==> src/rtl/gcd_pkg.sv <==
// Shared constants and state encoding for the GCD arbiter slice.
package gcd_pkg;

  localparam int unsigned GCD_WIDTH   = 8;
  localparam int unsigned GCD_NREQ    = 4;
  localparam int unsigned GCD_STATE_W = 2;

  typedef enum logic [GCD_STATE_W-1:0] {
    IDLE  = 2'd0,
    ISSUE = 2'd1,
    WAIT  = 2'd2,
    RESP  = 2'd3
  } gcd_state_t;

endpackage

==> src/rtl/gcd_rr_arbiter.sv <==
// Combinational rotate-priority pick: first requester above ptr, wrapping.
module gcd_rr_arbiter #(
  parameter int unsigned NREQ = 4,
  parameter int unsigned IDW  = $clog2(NREQ)
) (
  input  logic [NREQ-1:0] req,
  input  logic [IDW-1:0]  ptr,
  output logic [NREQ-1:0] gnt_c,
  output logic [IDW-1:0]  gnt_id_c,
  output logic            any_c
);

  // Scan offsets ptr+1 .. ptr+NREQ; the first high request wins.
  always_comb begin
    gnt_c    = '0;
    gnt_id_c = '0;
    any_c    = 1'b0;
    for (int unsigned k = 1; k <= NREQ; k++) begin
      for (int unsigned j = 0; j < NREQ; j++) begin
        if (!any_c && req[j] && (j == ((32'(ptr) + k) % NREQ))) begin
          any_c    = 1'b1;
          gnt_c[j] = 1'b1;
          gnt_id_c = IDW'(j);
        end
      end
    end
  end

endmodule

==> src/rtl/gcd_arbiter.sv <==
// Round-robin front end sharing one GCD engine among NREQ requesters.
// Zero operands are resolved locally (result = x|y) and never reach the engine.
// Optional feature: define GCD_ARB_TIMEOUT_EN to bound the engine wait to TIMEOUT cycles.
module gcd_arbiter
  import gcd_pkg::*;
#(
  parameter int unsigned WIDTH   = GCD_WIDTH,
  parameter int unsigned NREQ    = GCD_NREQ,
  parameter int unsigned IDW     = $clog2(NREQ),
  parameter int unsigned TIMEOUT = 1023
) (
  input  logic                  clk,
  input  logic                  reset,
  input  logic [NREQ-1:0]       req,
  input  logic [NREQ*WIDTH-1:0] req_x,
  input  logic [NREQ*WIDTH-1:0] req_y,
  output logic [NREQ-1:0]       ack,
  output logic [WIDTH-1:0]      rsp_d,
  output logic                  err,
  output logic [IDW-1:0]        grant_id,
  output logic                  busy,
  output logic                  eng_go,
  output logic [WIDTH-1:0]      eng_x,
  output logic [WIDTH-1:0]      eng_y,
  input  logic                  eng_done,
  input  logic [WIDTH-1:0]      eng_d
);

  if (NREQ < 2) begin : g_nreq_chk
    $error("gcd_arbiter: NREQ must be at least 2");
  end
  if (TIMEOUT < 1) begin : g_timeout_chk
    $error("gcd_arbiter: TIMEOUT must be at least 1");
  end

  gcd_state_t       state;
  logic [IDW-1:0]   ptr;
  logic [NREQ-1:0]  gnt_q;
  logic [NREQ-1:0]  gnt_c;
  logic [IDW-1:0]   gnt_id_c;
  logic             any_c;
  logic [WIDTH-1:0] x_sel_c;
  logic [WIDTH-1:0] y_sel_c;
  logic             timeout_c;

  gcd_rr_arbiter #(
    .NREQ (NREQ),
    .IDW  (IDW)
  ) u_rr (
    .req      (req),
    .ptr      (ptr),
    .gnt_c    (gnt_c),
    .gnt_id_c (gnt_id_c),
    .any_c    (any_c)
  );

  // Operand mux driven by the one-hot grant.
  always_comb begin
    x_sel_c = '0;
    y_sel_c = '0;
    for (int unsigned i = 0; i < NREQ; i++) begin
      if (gnt_c[i]) begin
        x_sel_c = x_sel_c | req_x[i*WIDTH +: WIDTH];
        y_sel_c = y_sel_c | req_y[i*WIDTH +: WIDTH];
      end
    end
  end

`ifdef GCD_ARB_TIMEOUT_EN
  localparam int unsigned TCW = $clog2(TIMEOUT + 1);
  logic [TCW-1:0] wait_cnt;

  // Wait-cycle counter: cleared while issuing, advanced every WAIT cycle.
  always_ff @(posedge clk or posedge reset) begin
    if (reset) begin
      wait_cnt <= '0;
    end else if (state == ISSUE) begin
      wait_cnt <= '0;
    end else if (state == WAIT) begin
      wait_cnt <= wait_cnt + TCW'(1);
    end
  end

  // High during the TIMEOUT-th WAIT cycle.
  assign timeout_c = (state == WAIT) && (wait_cnt == TCW'(TIMEOUT - 1));
`else
  assign timeout_c = 1'b0;
`endif

  // Scheduler FSM with registered handshake and engine outputs.
  always_ff @(posedge clk or posedge reset) begin
    if (reset) begin
      state    <= IDLE;
      ptr      <= IDW'(NREQ - 1);
      gnt_q    <= '0;
      grant_id <= '0;
      ack      <= '0;
      rsp_d    <= '0;
      err      <= 1'b0;
      busy     <= 1'b0;
      eng_go   <= 1'b0;
      eng_x    <= '0;
      eng_y    <= '0;
    end else begin
      ack    <= '0;
      err    <= 1'b0;
      eng_go <= 1'b0;
      case (state)
        IDLE: begin
          if (any_c) begin
            grant_id <= gnt_id_c;
            gnt_q    <= gnt_c;
            busy     <= 1'b1;
            if ((x_sel_c == '0) || (y_sel_c == '0)) begin
              ack   <= gnt_c;
              rsp_d <= x_sel_c | y_sel_c;
              state <= RESP;
            end else begin
              eng_x  <= x_sel_c;
              eng_y  <= y_sel_c;
              eng_go <= 1'b1;
              state  <= ISSUE;
            end
          end
        end
        ISSUE: begin
          state <= WAIT;
        end
        WAIT: begin
          if (eng_done) begin
            ack   <= gnt_q;
            rsp_d <= eng_d;
            state <= RESP;
          end else if (timeout_c) begin
            ack   <= gnt_q;
            rsp_d <= '0;
            err   <= 1'b1;
            state <= RESP;
          end
        end
        RESP: begin
          ptr   <= grant_id;
          busy  <= 1'b0;
          state <= IDLE;
        end
        default: begin
          state <= IDLE;
        end
      endcase
    end
  end

endmodule

==> config.mk <==
export PLATFORM = sky130hd
export DESIGN_NAME = gcd_arbiter
export DESIGN_NICKNAME = d
export VERILOG_FILES = /design/src/rtl/gcd_pkg.sv /design/src/rtl/gcd_rr_arbiter.sv /design/src/rtl/gcd_arbiter.sv
export SDC_FILE = /design/constraint.sdc
export NUM_CORES = 1
export LEC_CHECK = 0
export ABC_AREA = 1
export CORE_AREA = 5 5 90 92
export DETAILED_ROUTE_END_ITERATION = 10
export DIE_AREA = 0 0 95 97
export PLACE_DENSITY = 0.73
export SYNTH_ARGS = -nofsm -noshare
export SYNTH_HDL_FRONTEND = slang
export SYNTH_HIERARCHICAL = 1
export SYNTH_SLANG_ARGS = --single-unit
==> constraint.sdc <==
create_clock -name clk -period 2.75 [get_ports clk]
set_input_delay 0.6875 -clock clk [delete_from_list [all_inputs] [get_ports clk]]
set_output_delay 0.6875 -clock clk [all_outputs]
set_load 0.01 [all_outputs]
==> flow_summary.json <==
{
  "grt_use_total": 0.222,
  "std_cell_rows": 31,
  "slew_headroom": 0.559,
  "leakage_nw": 2.56,
  "cts_tree": "built",
  "num-nets-final": 697,
  "core_um2": 7140,
  "vdd_drop_max_uv": 480,
  "hp-start": "rsp_d[4]",
  "finalCoreUtilization": 0.724,
  "finalSetupViolations": 30,
  "fp.dieArea_um2": 9220,
  "antenna_left": 0,
  "crit_top_cell": "nand2_2",
  "r2r-start": "ptr[0]",
  "areaGrowthSynthToFinish_pct": 87.1,
  "critPathKind": "register to register",
  "grt_max_degree": 41,
  "grt_pass1_wl_um": 16500,
  "arrival_ns": 3.27,
  "clockBufferDepth": 2,
  "n_antenna_cell": 0,
  "violations": "setup timing",
  "pre_cts_ws_ns": -0.745,
  "path_max_fanout": 8,
  "setup_ws_ns": -0.327,
  "syn_area_per_cell_um2": 6.64,
  "synth_nets": 498,
  "grt_pass1_vias": 3489,
  "max_freq_ghz": 0.325,
  "whs_path_depth": 2,
  "status": "finished, violations left",
  "dp_hpwl_um": 7330,
  "min_period_over_period": 1.12,
  "max_stage_delay_ns": 0.62,
  "period_needed_ns": 3.08,
  "cts_buffers": 5,
  "antenna_found_initial": 0,
  "drv_cap": 0,
  "wirelength_um": 10900,
  "cts_hold_buf": 0,
  "finalHoldViolCount": 0,
  "postLayoutCellArea_um2": 5170,
  "syn_inst": 416,
  "met3_length_um": 735,
  "startpoint": "ptr[0]",
  "cts_htree_levels": 2,
  "finalClockSkew_ns": 0.00566,
  "yosys_warnings": 6,
  "grt_setup_unrepaired": "true",
  "r2r_slack_ns": -0.33,
  "num_vias": 3548,
  "placed_area_um2": 4390,
  "start_kind": "register",
  "grt-ovfl-total": 0,
  "clk_latency_ns": 0.30,
  "drcViolationCount": 0,
  "wl_met2_um": 5540,
  "slew_viol_final": 0,
  "dr.pass1.iters": 5,
  "synth-seq-cells": 40,
  "worstMarginPinSlew_ns": 0.661,
  "r2r_end": "eng_x[5]",
  "synth.distinct_cells": 31,
  "clock_sinks": 40,
  "die_h_um": 97,
  "hold_ws_ns": 0.479,
  "hold_end": "rsp_d[4]",
  "required_ns": 2.95,
  "routed_via_density": 4.96,
  "synth_area_um2": 2760,
  "drive_above_1_share": 0.365,
  "wl_per_cell_um": 15.2,
  "path_cells": "nor2_4, nand2_2, nand3_2, nor2_4, nand4_4, nor2_4, nand4_4, buf_6, nor3_4, nand4_1, nand2_2, buf_6, nand2_2, nand2_2, nor2_4, nand2_1, nor2_2, nand2_2, buf_6, nand4_4, nand2_1, nand2_1",
  "start_util": 0.387,
  "power.density_nw_per_um2": 1170,
  "wl_met1_um": 4300,
  "top_layer_used": "met4",
  "synth.yosys.seq_area_share": 0.363,
  "die_width_um": 95,
  "crit_path_end_kind": "register",
  "drtIter0Drc": 258,
  "io_buffer_count": 110,
  "crit_path_top_delay_cell": "dfstp_2",
  "gp_congestion": 0.879,
  "r2r_cells": 22,
  "clk_pin_slew_ns": 0.08,
  "hold_class": "register to register",
  "root_buffer": "clkbuf_8",
  "io_pins": 112
}
[area by class of cell]
type	count	area [um^2]
flip-flops and latches	40	1000
well taps	99	124
fillers	519	1970
inverters	45	176
clock inverters	3	42.5
multi-input cells	319	1890
repair buffers	204	1870
clock buffers	5	68.8
[sequential cells by signal, indices dropped and copies added (netlist names)]
| register | count |
|---|---|
| ack | 4 |
| busy | 1 |
| eng_go | 1 |
| eng_x | 8 |
| eng_y | 8 |
| gnt_q | 4 |
| grant_id | 2 |
| ptr | 2 |
| rsp_d | 8 |
| state | 2 |
[report_power, final]
group          internal [mW]  leakage [nW]  switching [mW]
clock                  0.269        0.0541           0.220
combinational           2.13          2.01            2.37
sequential             0.870         0.498           0.189
total                   3.27          2.56            2.78
[logic make-up after synthesis]
family	count (synthesis)	share of synthesized area
fa+ha+maj	3	0.0136
compound gates	28	0.0584
flops	40	0.363
simple gates	284	0.452
other cells	1	0.00136
buf+inv	60	0.111
[worst max path at each step]
stage / to / slack [ns] / depth (start not counted)
6_report: eng_x[5] / -0.33 / 22
5_1_grt: rsp_d[0] / -0.54 / 23
4_1_cts: eng_y[6] / -0.26 / 23
3_5_place_dp: rsp_d[2] / -0.75 / 18
3_3_place_gp: rsp_d[7] / -0.69 / 19
2_1_floorplan: eng_x[7] / -0.05 / 22
[layer usage]
| metal | track usage | vias up |
|---|---|---|
| li1 | - | 1696 |
| met1 | 0.274 | 1642 |
| met2 | 0.380 | 177 |
| met3 | 0.0434 | 33 |
| met4 | 0.0766 | 0 |
| met5 | 0 | - |
[critical path: cells and delay by family, from the launching register on]
family | cells | cell delay (ns)
and+or+nand+nor | 19 | 1.88
DFF | 1 | 0.62
buffers and inverters | 3 | 0.45
[synthesized netlist by cell type]
cell	n	share of area
a21boi_0	1	0.0027
a21oi_2	1	0.0032
buf_2	2	0.0036
buf_4	1	0.0027
buf_6	10	0.041
clkbuf_1	2	0.0027
clkinv_1	1	0.0014
conb_1	1	0.0014
dfrtp_1	38	0.34
dfstp_2	2	0.019
ha_1	3	0.014
inv_1	40	0.054
inv_2	4	0.0054
nand2_1	204	0.28
nand2_2	3	0.0068
nand3_1	28	0.051
nand3_2	2	0.0072
nand4_1	6	0.014
nand4_2	1	0.0045
nand4_4	2	0.015
nor2_1	24	0.033
nor2_2	6	0.014
nor2_4	4	0.016
nor3_1	2	0.0036
nor3_4	1	0.0059
nor3b_2	1	0.0045
o21ai_0	17	0.031
o21ai_1	1	0.0018
o21bai_1	2	0.0054
o22ai_1	5	0.011
o311ai_0	1	0.0032
[cell usage in the layout (no fill, tap or decap), types with 2 or more instances in the layout]
cell             count
nand2_1            152
clkdlybuf4s50_1    106
buf_4               80
nand2_2             48
dfrtp_1             38
inv_1               34
nand3_1             18
o21ai_0             16
nor2_4              15
nor2_2              13
nand3_2             12
buf_6               12
inv_2                8
nor2_1               6
nand2_4              6
nand4_1              6
nand4_4              5
clkbuf_8             5
o22ai_2              4
ha_1                 3
clkdlybuf4s15_1      3
o21bai_1             2
buf_8                2
dfstp_2              2
[through the flow]
stage | cells | TNS (ns) | total power, mW
CTS | 701 | -6.50 | 5.29
finish | 715 | -8.01 | 6.05
global placement | 677 | -20.30 | 4.41
floorplan | 416 | -0.469 | 2.95
detailed placement | 677 | -22.30 | 4.49
global route | 715 | -13.82 | 6.47
[timing repair]
action	in CTS	in global routing
pin swaps	16	50
setup endpoints to repair	30	38
gates cloned	5	1
gates resized for setup	31	110
buffers inserted	11	16
(Power assumes the default switching activity.)
==> RTL edit (same settings) <==
Put one more register stage on the output `err`. The value now appears one clock later. The other outputs are not delayed to match.
--- a/src/rtl/gcd_arbiter.sv
+++ b/src/rtl/gcd_arbiter.sv
@@ -26,4 +26,6 @@
   input  logic [WIDTH-1:0]      eng_d
 );
+
+  logic err_s0;
 
   if (NREQ < 2) begin : g_nreq_chk
@@ -97,5 +99,5 @@
       ack      <= '0;
       rsp_d    <= '0;
-      err      <= 1'b0;
+      err_s0   <= 1'b0;
       busy     <= 1'b0;
       eng_go   <= 1'b0;
@@ -104,5 +106,5 @@
     end else begin
       ack    <= '0;
-      err    <= 1'b0;
+      err_s0 <= 1'b0;
       eng_go <= 1'b0;
       case (state)
@@ -135,5 +137,5 @@
             ack   <= gnt_q;
             rsp_d <= '0;
-            err   <= 1'b1;
+            err_s0 <= 1'b1;
             state <= RESP;
           end
@@ -151,4 +153,8 @@
   end
 
+  always_ff @(posedge clk) begin
+    err <= err_s0;
+  end
+
 endmodule
 
Function: not settled (the Yosys comparison gave no result); the edit may change what the design does.
==> RTL edit against the unedited design <==
- the run still ends with negative setup slack left
- non-clock buffer count up 16
- final area increased by 4.4%
- core utilization grew 3.2 points
- hold slack got worse by 0.0058 ns
- wire length grew 12%
- critical endpoint is now eng_y[1]
- die area did not move
- area after synthesis up 1.2%
- sequential cell count unchanged
- setup slack worse by 0.17 ns
- cell count increased by 2.4%
- power grew 4.2%
- first-iteration DRC count decreased by 5.8%
- synthesized cell count unchanged
==> RTL edit: results (changes against the unedited design) <==
{| class="wikitable"
! Metric !! Value
|-
| DR iter-0 viols || 243 (was 258)
|-
| XOR/XNOR Fraction of Synth Area || 0% (unchanged)
|-
| Synth Area in Compound Gates || 5.77% (was 5.85%)
|-
| Ranking of synthesized cells by area || dfrtp_1, nand2_1, inv_1, nand3_1, nor2_1 (was dfrtp_1, nand2_1, inv_1, nand3_1, buf_6)
|-
| Wire length on met2 || 6.05 mm (was 5.54 mm)
|-
| Fraction of layout cells with a size suffix above 1 || 36.5% (about the same)
|-
| Sw frac || 45.6% (was 46.0%)
|-
| Met1 Track Usage GR || 26.8% (was 27.4%)
|-
| Mean number of vias per cell || 5.07 (was 4.96)
|-
| Placed cell area || 4470 sq um (was 4390 sq um)
|-
| Avg Cell Area, Syn || 6.72 sq um (was 6.64 sq um)
|-
| Critical path arrival || 3.50 ns (was 3.27 ns)
|-
| Global routing met3 resource utilization || 5.35% (was 4.34%)
|-
| Number of endpoints failing setup at the final stage || 30 (unchanged)
|-
| CTS root buffer || clkbuf_8 (unchanged)
|-
| Wire length on met3 || 958 um (was 735 um)
|-
| Syn Nets || 498 (unchanged)
|-
| Leakage Power || 2.69 nW (was 2.56 nW)
|-
| Failing checks || negative setup slack (unchanged)
|-
| Post-synth cell types || 33 (was 31)
|-
| Post-synthesis sequential area ratio || 35.9% (was 36.3%)
|-
| Worst clock skew on the final layout || 0.00594 ns (was 0.00566 ns)
|-
| Number of placed instances with taps included || 676 (was 677)
|-
| Total routing resource utilization after global routing || 23.5% (was 22.2%)
|-
| Worst Slack Setup Final || -0.502 ns (was -0.327 ns)
|-
| Comb. pwr || 4.75 mW (was 4.50 mW)
|-
| Clock group share of total power || 7.9% (was 8.1%)
|-
| Total via count after detailed routing || 3713 (was 3548)
|-
| IR Drop Worst-Case VDD || 0.460 mV (was 0.480 mV)
|-
| Power per cell area || 1170 nW/um^2 (about the same)
|-
| Fraction of the mapped netlist area in adder cells || 1.34% (was 1.36%)
|-
| Result of the run || complete, but fails checks (unchanged)
|-
| Global routing met2 resource utilization || 40.2% (was 38.0%)
|-
| Most common library cells after synthesis || nand2_1, inv_1, dfrtp_1, nor2_1, nand3_1 (was nand2_1, inv_1, dfrtp_1, nand3_1, nor2_1)
|-
| Slew of the pin with the lowest slew margin || 0.678 ns (was 0.661 ns)
|}
## RTL edit: cell counts after synthesis
No cell type changed its count.
## RTL edit: what timing repair did
item / in CTS / in global routing
gates resized for setup: 55 / 63
cloned: 5 / 2
pin swaps: 12 / 44
endpoints found under the hold margin: 0 / 0
setup buffers: 27 / 17
hold buffers: 0 / 0
endpoints found under the setup margin: 38 / 38
## RTL edit: metrics by stage
step | setup TNS [ns] | worst slack [ns]
after floorplan | -0.508 | -0.0556
after global placement | -23.55 | -0.727
after detailed placement | -25.65 | -0.785
after CTS | -7.29 | -0.267
after global routing | -19.48 | -0.690
final | -13.15 | -0.502
## RTL edit: critical path, cell delays in order (launching register included)
cell and delay [ns]:
dfstp_2 0.57, inv_2 0.05, buf_6 0.11, nand3_4 0.06, nand3_4 0.08, nor2_4 0.14
nand4_4 0.13, nor2_4 0.14, nand4_4 0.13, nor3_4 0.21, nand4_1 0.19, nand2_2 0.18
buf_8 0.16, nand2_2 0.07, nand2_2 0.06, nor2_2 0.04, nand2_1 0.07, nor2_2 0.04
nand2_2 0.09, nand2_2 0.09, nor2_4 0.16, buf_6 0.13, buf_12 0.12, nand3_1 0.09
nand2_1 0.07
## RTL edit: final timing paths
path	start	cells after the start	slack [ns]	endpoint
worst max register to register	ptr[1]	24	-0.50	eng_y[1]
worst min register to register	rsp_d[2]	2	0.47	rsp_d[2]
max in group asynchronous	reset	3	1.59	ptr[0]
min in group asynchronous	reset	3	0.81	busy
worst min-delay path	rsp_d[2]	2	0.47	rsp_d[2]
worst max-delay path	ptr[1]	24	-0.50	eng_y[1]
## RTL edit: final cells by class
class,count,area [sq um]
Timing Repair Buffer,220,2110
Multi-Input combinational cell,320,1870
Fill cell,496,1750
Sequential cell,40,1000
Inverter,45,176
Tap cell,99,124
Clock buffer,5,68.8
Clock inverter,3,42.5
